[src/rtl/llc_in_arbiter.sv]
// LLC input stage: per-channel FIFOs for rsp/req/dma feeding one registered output.
// Responses always win; req/dma share by round-robin; a DMA write burst locks out req.
module llc_in_fifo #(
  parameter int W     = 8,
  parameter int DEPTH = 2
) (
  input  logic         clk,
  input  logic         rst,
  input  logic         i_push,
  input  logic [W-1:0] i_data,
  input  logic         i_pop,
  output logic [W-1:0] o_data,
  output logic         o_ready,
  output logic         o_nempty
);
  localparam int AW = $clog2(DEPTH);
  localparam logic [AW:0] FULL = (AW+1)'(DEPTH);

  logic [W-1:0]  r_mem [DEPTH];
  logic [AW-1:0] r_wptr;
  logic [AW-1:0] r_rptr;
  logic [AW:0]   r_cnt;

  // Ready comes only from the registered count, so a full FIFO stays not-ready while popping.
  assign o_ready  = (r_cnt != FULL);
  assign o_nempty = (r_cnt != '0);
  assign o_data   = r_mem[r_rptr];

  always_ff @(posedge clk) begin
    if (i_push) r_mem[r_wptr] <= i_data;
  end

  always_ff @(posedge clk or negedge rst) begin
    if (!rst) begin
      r_wptr <= '0;
      r_rptr <= '0;
      r_cnt  <= '0;
    end else begin
      if (i_push) r_wptr <= r_wptr + AW'(1);
      if (i_pop)  r_rptr <= r_rptr + AW'(1);
      if (i_push && !i_pop)      r_cnt <= r_cnt + (AW+1)'(1);
      else if (i_pop && !i_push) r_cnt <= r_cnt - (AW+1)'(1);
    end
  end
endmodule

module llc_in_arbiter #(
  parameter int FIFO_DEPTH  = 2,
  parameter int DMA_LOCK_EN = 1,
  parameter int COH_MSG_W   = 2,
  parameter int MIX_MSG_W   = 3,
  parameter int HPROT_W     = 2,
  parameter int ADDR_W      = 26,
  parameter int LINE_W      = 64,
  parameter int CACHE_ID_W  = 4,
  parameter int DEV_ID_W    = 6,
  parameter int WORD_OFF_W  = 2,
  parameter logic [MIX_MSG_W-1:0] REQ_DMA_WRITE = MIX_MSG_W'(6)
) (
  input  logic                  clk,
  input  logic                  rst,
  input  logic                  rsp_in_valid,
  output logic                  rsp_in_ready,
  input  logic [COH_MSG_W-1:0]  rsp_in_coh_msg,
  input  logic [ADDR_W-1:0]     rsp_in_addr,
  input  logic [LINE_W-1:0]     rsp_in_line,
  input  logic [CACHE_ID_W-1:0] rsp_in_req_id,
  input  logic                  req_in_valid,
  output logic                  req_in_ready,
  input  logic [MIX_MSG_W-1:0]  req_in_coh_msg,
  input  logic [HPROT_W-1:0]    req_in_hprot,
  input  logic [ADDR_W-1:0]     req_in_addr,
  input  logic [LINE_W-1:0]     req_in_line,
  input  logic [CACHE_ID_W-1:0] req_in_req_id,
  input  logic [WORD_OFF_W-1:0] req_in_word_offset,
  input  logic [WORD_OFF_W-1:0] req_in_valid_words,
  input  logic                  dma_req_in_valid,
  output logic                  dma_req_in_ready,
  input  logic [MIX_MSG_W-1:0]  dma_req_in_coh_msg,
  input  logic [HPROT_W-1:0]    dma_req_in_hprot,
  input  logic [ADDR_W-1:0]     dma_req_in_addr,
  input  logic [LINE_W-1:0]     dma_req_in_line,
  input  logic [DEV_ID_W-1:0]   dma_req_in_req_id,
  input  logic [WORD_OFF_W-1:0] dma_req_in_word_offset,
  input  logic [WORD_OFF_W-1:0] dma_req_in_valid_words,
  output logic                  llc_in_valid,
  input  logic                  llc_in_ready,
  output logic [1:0]            llc_in_chan,
  output logic [MIX_MSG_W-1:0]  llc_in_coh_msg,
  output logic [HPROT_W-1:0]    llc_in_hprot,
  output logic [ADDR_W-1:0]     llc_in_addr,
  output logic [LINE_W-1:0]     llc_in_line,
  output logic [DEV_ID_W-1:0]   llc_in_req_id,
  output logic [WORD_OFF_W-1:0] llc_in_word_offset,
  output logic [WORD_OFF_W-1:0] llc_in_valid_words,
  output logic                  dma_lock
);
  localparam int RSP_W = COH_MSG_W + ADDR_W + LINE_W + CACHE_ID_W;
  localparam int REQ_W = MIX_MSG_W + HPROT_W + ADDR_W + LINE_W + CACHE_ID_W + 2*WORD_OFF_W;
  localparam int DMA_W = MIX_MSG_W + HPROT_W + ADDR_W + LINE_W + DEV_ID_W + 2*WORD_OFF_W;

  typedef enum logic {RR_REQ = 1'b0, RR_DMA = 1'b1} rr_e;

  logic [RSP_W-1:0] w_rsp_head;
  logic [REQ_W-1:0] w_req_head;
  logic [DMA_W-1:0] w_dma_head;
  logic w_rsp_ne, w_req_ne, w_dma_ne;
  logic w_req_elig, w_gnt_rsp, w_gnt_req, w_gnt_dma, w_load;

  logic [COH_MSG_W-1:0]  w_rsp_msg;
  logic [ADDR_W-1:0]     w_rsp_addr;
  logic [LINE_W-1:0]     w_rsp_line;
  logic [CACHE_ID_W-1:0] w_rsp_id;
  logic [MIX_MSG_W-1:0]  w_req_msg;
  logic [HPROT_W-1:0]    w_req_hprot;
  logic [ADDR_W-1:0]     w_req_addr;
  logic [LINE_W-1:0]     w_req_line;
  logic [CACHE_ID_W-1:0] w_req_id;
  logic [WORD_OFF_W-1:0] w_req_wo, w_req_vw;
  logic [MIX_MSG_W-1:0]  w_dma_msg;
  logic [HPROT_W-1:0]    w_dma_hprot;
  logic [ADDR_W-1:0]     w_dma_addr;
  logic [LINE_W-1:0]     w_dma_line;
  logic [DEV_ID_W-1:0]   w_dma_id;
  logic [WORD_OFF_W-1:0] w_dma_wo, w_dma_vw;

  logic [1:0]            w_nxt_chan;
  logic [MIX_MSG_W-1:0]  w_nxt_msg;
  logic [HPROT_W-1:0]    w_nxt_hprot;
  logic [ADDR_W-1:0]     w_nxt_addr;
  logic [LINE_W-1:0]     w_nxt_line;
  logic [DEV_ID_W-1:0]   w_nxt_id;
  logic [WORD_OFF_W-1:0] w_nxt_wo, w_nxt_vw;

  logic                  r_valid;
  logic [1:0]            r_chan;
  logic [MIX_MSG_W-1:0]  r_msg;
  logic [HPROT_W-1:0]    r_hprot;
  logic [ADDR_W-1:0]     r_addr;
  logic [LINE_W-1:0]     r_line;
  logic [DEV_ID_W-1:0]   r_id;
  logic [WORD_OFF_W-1:0] r_wo, r_vw;
  logic                  r_dma_lock;
  rr_e                   r_rr;

  llc_in_fifo #(.W(RSP_W), .DEPTH(FIFO_DEPTH)) u_rsp_fifo (
    .clk(clk), .rst(rst),
    .i_push(rsp_in_valid && rsp_in_ready),
    .i_data({rsp_in_coh_msg, rsp_in_addr, rsp_in_line, rsp_in_req_id}),
    .i_pop(w_load && w_gnt_rsp),
    .o_data(w_rsp_head), .o_ready(rsp_in_ready), .o_nempty(w_rsp_ne)
  );

  llc_in_fifo #(.W(REQ_W), .DEPTH(FIFO_DEPTH)) u_req_fifo (
    .clk(clk), .rst(rst),
    .i_push(req_in_valid && req_in_ready),
    .i_data({req_in_coh_msg, req_in_hprot, req_in_addr, req_in_line, req_in_req_id,
             req_in_word_offset, req_in_valid_words}),
    .i_pop(w_load && w_gnt_req),
    .o_data(w_req_head), .o_ready(req_in_ready), .o_nempty(w_req_ne)
  );

  llc_in_fifo #(.W(DMA_W), .DEPTH(FIFO_DEPTH)) u_dma_fifo (
    .clk(clk), .rst(rst),
    .i_push(dma_req_in_valid && dma_req_in_ready),
    .i_data({dma_req_in_coh_msg, dma_req_in_hprot, dma_req_in_addr, dma_req_in_line,
             dma_req_in_req_id, dma_req_in_word_offset, dma_req_in_valid_words}),
    .i_pop(w_load && w_gnt_dma),
    .o_data(w_dma_head), .o_ready(dma_req_in_ready), .o_nempty(w_dma_ne)
  );

  assign {w_rsp_msg, w_rsp_addr, w_rsp_line, w_rsp_id} = w_rsp_head;
  assign {w_req_msg, w_req_hprot, w_req_addr, w_req_line, w_req_id, w_req_wo, w_req_vw} = w_req_head;
  assign {w_dma_msg, w_dma_hprot, w_dma_addr, w_dma_line, w_dma_id, w_dma_wo, w_dma_vw} = w_dma_head;

  // While a DMA write burst owns the core, CPU requests must not slip in between beats.
  assign w_req_elig = w_req_ne && !((DMA_LOCK_EN != 0) && r_dma_lock);

  always_comb begin
    w_gnt_rsp = 1'b0;
    w_gnt_req = 1'b0;
    w_gnt_dma = 1'b0;
    if (w_rsp_ne)                    w_gnt_rsp = 1'b1;
    else if (w_req_elig && w_dma_ne) begin
      if (r_rr == RR_DMA) w_gnt_dma = 1'b1;
      else                w_gnt_req = 1'b1;
    end
    else if (w_req_elig)             w_gnt_req = 1'b1;
    else if (w_dma_ne)               w_gnt_dma = 1'b1;
  end

  assign w_load = (!r_valid || llc_in_ready) && (w_gnt_rsp || w_gnt_req || w_gnt_dma);

  always_comb begin
    w_nxt_chan  = 2'd0;
    w_nxt_msg   = '0;
    w_nxt_hprot = '0;
    w_nxt_addr  = '0;
    w_nxt_line  = '0;
    w_nxt_id    = '0;
    w_nxt_wo    = '0;
    w_nxt_vw    = '0;
    if (w_gnt_rsp) begin
      w_nxt_msg  = MIX_MSG_W'(w_rsp_msg);
      w_nxt_addr = w_rsp_addr;
      w_nxt_line = w_rsp_line;
      w_nxt_id   = DEV_ID_W'(w_rsp_id);
    end else if (w_gnt_req) begin
      w_nxt_chan  = 2'd1;
      w_nxt_msg   = w_req_msg;
      w_nxt_hprot = w_req_hprot;
      w_nxt_addr  = w_req_addr;
      w_nxt_line  = w_req_line;
      w_nxt_id    = DEV_ID_W'(w_req_id);
      w_nxt_wo    = w_req_wo;
      w_nxt_vw    = w_req_vw;
    end else if (w_gnt_dma) begin
      w_nxt_chan  = 2'd2;
      w_nxt_msg   = w_dma_msg;
      w_nxt_hprot = w_dma_hprot;
      w_nxt_addr  = w_dma_addr;
      w_nxt_line  = w_dma_line;
      w_nxt_id    = w_dma_id;
      w_nxt_wo    = w_dma_wo;
      w_nxt_vw    = w_dma_vw;
    end
  end

  always_ff @(posedge clk or negedge rst) begin
    if (!rst) begin
      r_valid    <= 1'b0;
      r_chan     <= '0;
      r_msg      <= '0;
      r_hprot    <= '0;
      r_addr     <= '0;
      r_line     <= '0;
      r_id       <= '0;
      r_wo       <= '0;
      r_vw       <= '0;
      r_dma_lock <= 1'b0;
      r_rr       <= RR_REQ;
    end else begin
      if (w_load) begin
        r_valid <= 1'b1;
        r_chan  <= w_nxt_chan;
        r_msg   <= w_nxt_msg;
        r_hprot <= w_nxt_hprot;
        r_addr  <= w_nxt_addr;
        r_line  <= w_nxt_line;
        r_id    <= w_nxt_id;
        r_wo    <= w_nxt_wo;
        r_vw    <= w_nxt_vw;
      end else if (llc_in_ready) begin
        r_valid <= 1'b0;
      end
      if (w_load && w_gnt_req) r_rr <= RR_DMA;
      // hprot[0] marks "more beats follow"; the last beat releases the lock.
      if (w_load && w_gnt_dma) begin
        r_rr <= RR_REQ;
        if (!w_dma_hprot[0])                  r_dma_lock <= 1'b0;
        else if (w_dma_msg == REQ_DMA_WRITE) r_dma_lock <= 1'b1;
      end
    end
  end

  assign llc_in_valid       = r_valid;
  assign llc_in_chan        = r_chan;
  assign llc_in_coh_msg     = r_msg;
  assign llc_in_hprot       = r_hprot;
  assign llc_in_addr        = r_addr;
  assign llc_in_line        = r_line;
  assign llc_in_req_id      = r_id;
  assign llc_in_word_offset = r_wo;
  assign llc_in_valid_words = r_vw;
  assign dma_lock           = r_dma_lock;
endmodule

[config.mk]
export PLATFORM = sky130hd
export DESIGN_NAME = llc_in_arbiter
export DESIGN_NICKNAME = d
export VERILOG_FILES = /design/src/rtl/llc_in_arbiter.sv
export SDC_FILE = /design/constraint.sdc
export NUM_CORES = 1
export LEC_CHECK = 0
export CAP_MARGIN = 5
export CELL_PAD_IN_SITES_DETAIL_PLACEMENT = 0
export CELL_PAD_IN_SITES_GLOBAL_PLACEMENT = 1
export CORE_MARGIN = 2
export CORE_UTILIZATION = 30
export CTS_CLUSTER_DIAMETER = 150
export DETAILED_ROUTE_END_ITERATION = 10
export PLACE_DENSITY = 0.55
export RECOVER_POWER = 25
export SYNTH_ARGS = -nofsm -noshare
export SYNTH_HDL_FRONTEND = slang
export SYNTH_HIERARCHICAL = 1
export SYNTH_SLANG_ARGS = --single-unit
[constraint.sdc]
create_clock -name clk -period 14.25 [get_ports clk]
set_input_delay 2.85 -clock clk [delete_from_list [all_inputs] [get_ports clk]]
set_output_delay 2.85 -clock clk [all_outputs]
set_load 0.01 [all_outputs]
Word-level counts from Yosys, hierarchy flattened
Memory sizes are Yosys's and may differ from the RTL's.
Cells that the tools add are included.
{"block": "totals", "latchBits": 0, "rom_bits": 0, "memories": 3, "ramBits": 608, "elab_cells": 127, "register_bits": 122, "output_inout_bits": 112}
{"block": "classes", "multipliers": 0, "muxes": 52, "bitwise_logic": 0, "n_addsub": 12, "n_lt_le_gt_ge": 0, "reduce_logical": 35, "n_shift": 0, "n_div": 0, "eq_ne": 5}
{"memory": "u_dma_fifo.r_mem", "depth": 2, "word_bits": 105, "rd": 1, "rd_ports_with_merged_regs": 0, "wr": 1, "line_no": "19", "text": "logic [W-1:0] r_mem [DEPTH];"}
{"memory": "u_req_fifo.r_mem", "depth": 2, "word_bits": 103, "rd": 1, "rd_ports_with_merged_regs": 0, "wr": 1, "line_no": "19"}
{"memory": "u_rsp_fifo.r_mem", "depth": 2, "word_bits": 96, "rd": 1, "rd_ports_with_merged_regs": 0, "wr": 1, "line_no": "19"}
{"cell": "64-bit 2-to-1 mux", "n": 3}
{"cell": "26-bit 2-to-1 mux", "n": 3}
{"cell": "2-bit 2-to-1 mux", "n": 18}
{"cell": "1-bit 2-to-1 mux", "n": 22}
{"cell": "6-bit 2-to-1 mux", "n": 3}
{"cell": "2-bit nonzero test", "n": 8}
{"cell": "1-bit logical AND", "n": 15}
{"cell": "3-bit 2-to-1 mux", "n": 3}
{"cell": "1-bit zero test", "n": 8}
{"cell": "1-bit adder (second input constant)", "n": 6}
{"cell": "2-bit by 1-bit adder with 2-bit output (second input constant)", "n": 3}
{"cell": "2-bit != test (second input constant)", "n": 3}
{"cell": "2-bit by 1-bit subtractor with 2-bit output (second input constant)", "n": 3}
{"cell": "3-bit equality test (second input constant)", "n": 1}
{"cell": "1-bit logical OR", "n": 3}
{"cell": "2-bit by 1-bit != test with 1-bit output (second input constant)", "n": 1}
{"cell": "2-bit AND reduction", "n": 1}

Longest topological paths before layout
{"block": "logic_depth", "word_depth": 12, "mapped_depth": 11, "ltp_nobuf": 8}

Hierarchy
Netlist, hierarchy kept.
{"module": "llc_in_fifo (u_dma_fifo)", "area_each_um2": 7925.1, "instances": 1, "cells_each": 343, "seq_area_each_um2": 6406.1}
{"module": "llc_in_fifo (u_req_fifo)", "area_each_um2": 7873.8, "instances": 1, "cells_each": 337, "seq_area_each_um2": 6286.0}
{"module": "llc_in_fifo (u_rsp_fifo)", "area_each_um2": 7234.4, "instances": 1, "cells_each": 315, "seq_area_each_um2": 5865.6}
{"module": "llc_in_arbiter", "area_each_um2": 6244.7, "instances": 1, "cells_each": 607, "seq_area_each_um2": 2752.6}

Worst setup path after synthesis
No wires, ideal clock.
{"block": "synth_timing", "path_type": "input to register", "startpoint": "input dma_req_in_valid", "endpoint": "memory u_dma_fifo/r_mem[0][0] (netlist bit) (enable)", "n_path_buf": 0, "path_slack_ns": 6.000, "t_arrival_ns": 7.668, "required_time_ns": 13.668, "stages": 2, "cell_sequence": "and2_1 nor2b_1"}
{"block": "synth_via", "elab_chain_len": 3}
{"element": "from (decl)", "line_no": "77", "text": "input logic dma_req_in_valid,"}
{"element": "1-bit logical AND", "line_no": "165", "text": ".i_push(dma_req_in_valid && dma_req_in_ready),"}
{"element": "1-bit 2-to-1 mux", "line_no": "30", "text": "if (i_push) r_mem[r_wptr] <= i_data;"}
{"element": "1-bit 2-to-1 mux (not written as such)", "line_no": "30"}
{"element": "to (decl)", "line_no": "19"}
Every way passes these cells.

Worst setup path after layout
{"block": "layout_timing", "startpoint": "input llc_in_ready", "endpoint": "register r_line[26], in the netlist llc_in_line[26]"}
{"block": "layout_via", "elab_chain_len": 2}
{"element": "from (decl)", "line_no": "87", "text": "input logic llc_in_ready,"}
{"element": "1-bit logical OR", "line_no": "192", "text": "assign w_load = (!r_valid || llc_in_ready) && (w_gnt_rsp || w_gnt_req || w_gnt_dma);"}
{"element": "1-bit logical AND", "line_no": "192"}
{"element": "to (signal assigned)", "line_no": "249", "text": "r_line <= w_nxt_line;"}
{"element": "to (decl)", "line_no": "140", "text": "logic [LINE_W-1:0] r_line;"}
Every way passes these cells.
A chain may end at the register's enable or synchronous reset.

==> qor.yml <==
status: "finished clean"
cpMaxStageDelayCell: "buf_4"
cp_data_arrival_time_ns: 6.04
final_area_sq_mm: 0.03755
hp-class: "reg2reg"
root_buffer: "clkbuf_16"
io_pins: 422
r2r_slack_ns: 10.38
vias: 15880
post-place-ws_ns: 8.039
finalCritPeriodShare_pct: 38.49
synth_area_per_cell_sq_um: 18.28
ys_top_cells_by_area: "edfxtp_1 62%, dfrtp_1 10%, mux2_2 6.7%"
p_total_mw: 8.028
skew_ns: 0.02871
crit_path_max_fanout: 61
start_kind: "primary input"
crit_cells: 7
core-area_sq_mm: 0.09671
r2r_cells: 7
cts_hold_buf: 0
dr.pass1.iters: 5
final-hold-violation-count: 0
reg2reg_from: "u_rsp_fifo/r_cnt[0]"
viasPerCell: 4.671
synth_top_area_share_pct: 62.36
cts-buffers-inserted: 86
m1WireLength_mm: 34.31
crit_start: "llc_in_ready"
power_leakage_nw: 13.38
nFillCells: 8935
slowest_delay_ns: 0.75
slew_viol_final: 0
die_y_um: 316.4
finalWorstSetupSlack_ns: 8.765
grt_pass1_wl_mm: 114.0
hpwl_mm: 50.66
synth-seq-area-share_pct: 72.79
netlist_area_sq_mm: 0.02928
met3_length_mm: 4.599
cts_tree: "done"
tightest_slew_ns: 1.185
p_sw_share_pct: 32.53
grt_overflow: 0
finalCoreUtilization_pct: 38.82
synth.distinct_cells: 38
post-cts-setup-buffers: 0
chipWidth_um: 316.4
synthesis.nets: 1915
final_antenna_net_count: 0
layout-drive-gt1-share_pct: 27.54
grt_pass1_vias: 16880
syn_inst: 1602
finalNetCount: 2349
crit_buf_inv: 3
rows: 114
setup-tns-final_ns: 0
die-area_sq_mm: 0.1001
seq_power_share_pct: 40.7
ys_ff_latch: 730
required_ns: 14.80
p_switching_mw: 2.612
placed_cell_area_sq_mm: 0.03468
dr.max_layer_used: "met5"
gp_congestion: 0.7459
synth_top_area_cell: "edfxtp_1"
rr_endpoint: "llc_in_line[44]"
wl_met2_mm: 38.20
relSlewSlack_pct: 21.02
grt_antenna_before_repair: 47
grt_max_degree: 75
cp-end-kind: "register"
clock-sinks: 730
finalSetupViolations: 0
drtIter0Drc: 1013
htree_levels: 3
initial_core_util_pct: 30.27
io_buffers: 421
yosys_warnings: 6
critPathTopFamily: "buffers and inverters"
worstSetupPathType: "in2reg"
power_frac_clock_pct: 27.0
hold_path_startpoint: "llc_in_chan[0]"
cts_max_path_buffers: 3
drc: 0
cp-endpoint: "llc_in_line[26]"
max_freq_mhz: 182.3
finalCriticalPeriod_ns: 5.485
path_cells: "clkdlybuf4s50_1, nor2b_1, a21o_4, buf_4, buf_4, nand2_1, o31ai_2"
drt_wl_total_mm: 79.49
timing.critical_path.mode_cell: "buf_4"
syn2layout_area_growth_pct: 28.24
rsz0062_at_grt: "false"
power_frac_comb_pct: 32.3
clock_latency_ns: 0.66
power.density_mw_per_mm2: 213.8
maxCapViolCount: 0
p_int_mw: 5.416
cts.clk_slew.worst_paths_ns: 0.06
peakVddDrop_mv: 0.1034
grt_usage_pct: 15.72
cts_resized: 0
wl_per_cell_um: 23.39
worst reg2reg max path, stage by stage, from the launching register on:
cell,delay (ns)
dfrtp_1,0.43
or2_4,0.49
nand2b_2,0.34
nor2_4,0.66
buf_4,0.66
buf_4,0.64
a221oi_1,0.30
o31ai_1,0.28
metrics by stage:
stage / instances / hold WS (ns)
3_5_place_dp: 3224 / 0.4655
3_3_place_gp: 3224 / 0.4651
5_1_grt: 3392 / 0.5027
2_1_floorplan: 1602 / 0.4555
4_1_cts: 3386 / 0.4778
6_report: 3399 / 0.4742
layout make-up:
class | instances | area [sq um] | area share, %
sequential | 730 | 21320 | 56.79
multi-input combinational | 766 | 7331 | 19.52
timing repair buffer | 446 | 4403 | 11.73
clock buffer | 115 | 2402 | 6.398
tap | 1276 | 1597 | 4.252
clock inverter | 47 | 434.2 | 1.156
antenna | 13 | 32.53 | 0.08664
inverter | 6 | 25.02 | 0.06665
worst min path at each step:
stage / to / slack (ns) / cells past startpoint
CTS: llc_in_chan[0] / 0.48 / 1
global route: llc_in_line[63] / 0.50 / 2
detailed placement: llc_in_chan[0] / 0.47 / 1
floorplan: u_dma_fifo/r_wptr / 0.46 / 1
global placement: llc_in_line[63] / 0.47 / 2
finish: llc_in_chan[0] / 0.47 / 1
registers in the layout (all words and copies together), names as in the netlist, 3 cells and up:
name	cells
llc_in_addr	26
llc_in_coh_msg	3
llc_in_line	64
llc_in_req_id	6
u_dma_fifo/r_mem	210
u_req_fifo/r_mem	206
u_rsp_fifo/r_mem	192
cells in the mapped netlist, drive strengths merged:
library cell	instances
a2111oi	1
nand2b	5
edfxtp	608
dfrtp	122
nor3b	1
and2	6
a21oi	2
a22o	2
nand3b	1
a21o	3
ha	3
xor2	12
buf	78
clkbuf	22
a41oi	1
mux2	304
a221oi	96
a22oi	7
xnor2	3
or2	3
nor3	1
inv	6
o31ai	96
nand2	110
nor2	105
nor2b	4
logic make-up after synthesis:
family / count (synthesis) / synth area share [%]
flip-flops: 730 / 72.79
AO/OA/AOI/OAI: 208 / 7.615
AND/OR/NAND/NOR: 236 / 3.303
buffers and inverters: 106 / 2.359
adder cells (fa/ha/maj): 3 / 0.1282
multiplexers: 304 / 13.36
XOR/XNOR: 15 / 0.4487
power groups by stage:
stage	Sequential [mW]	Clock, mW	Combinational [mW]
2_1_floorplan	3.28	0	1.69
3_3_place_gp	3.30	0	2.65
3_5_place_dp	3.32	0	2.68
4_1_cts	3.28	2.24	2.68
5_1_grt	3.33	2.32	2.80
6_report	3.27	2.17	2.59
cell usage in the layout, fill, tap and decap left out, types with 16 or more instances in the layout:
cell type,count
nand2_1,110
mux2_2,174
o31ai_2,55
a221oi_1,56
edfxtp_1,608
clkbuf_1,16
clkbuf_16,87
a221oi_2,40
nor2_1,104
o31ai_1,41
dlygate4sd3_1,199
clkdlybuf4s50_1,221
buf_4,25
mux2_4,130
dfrtp_1,119
metal layers:
metal / global-route usage (%) / vias up
met5: 0 / -
met4: 5.028 / 18
met3: 3.545 / 165
met2: 25.85 / 465
met1: 20.62 / 8078
li1: - / 7152
No activity file was read; power rests on OpenSTA's default activity.
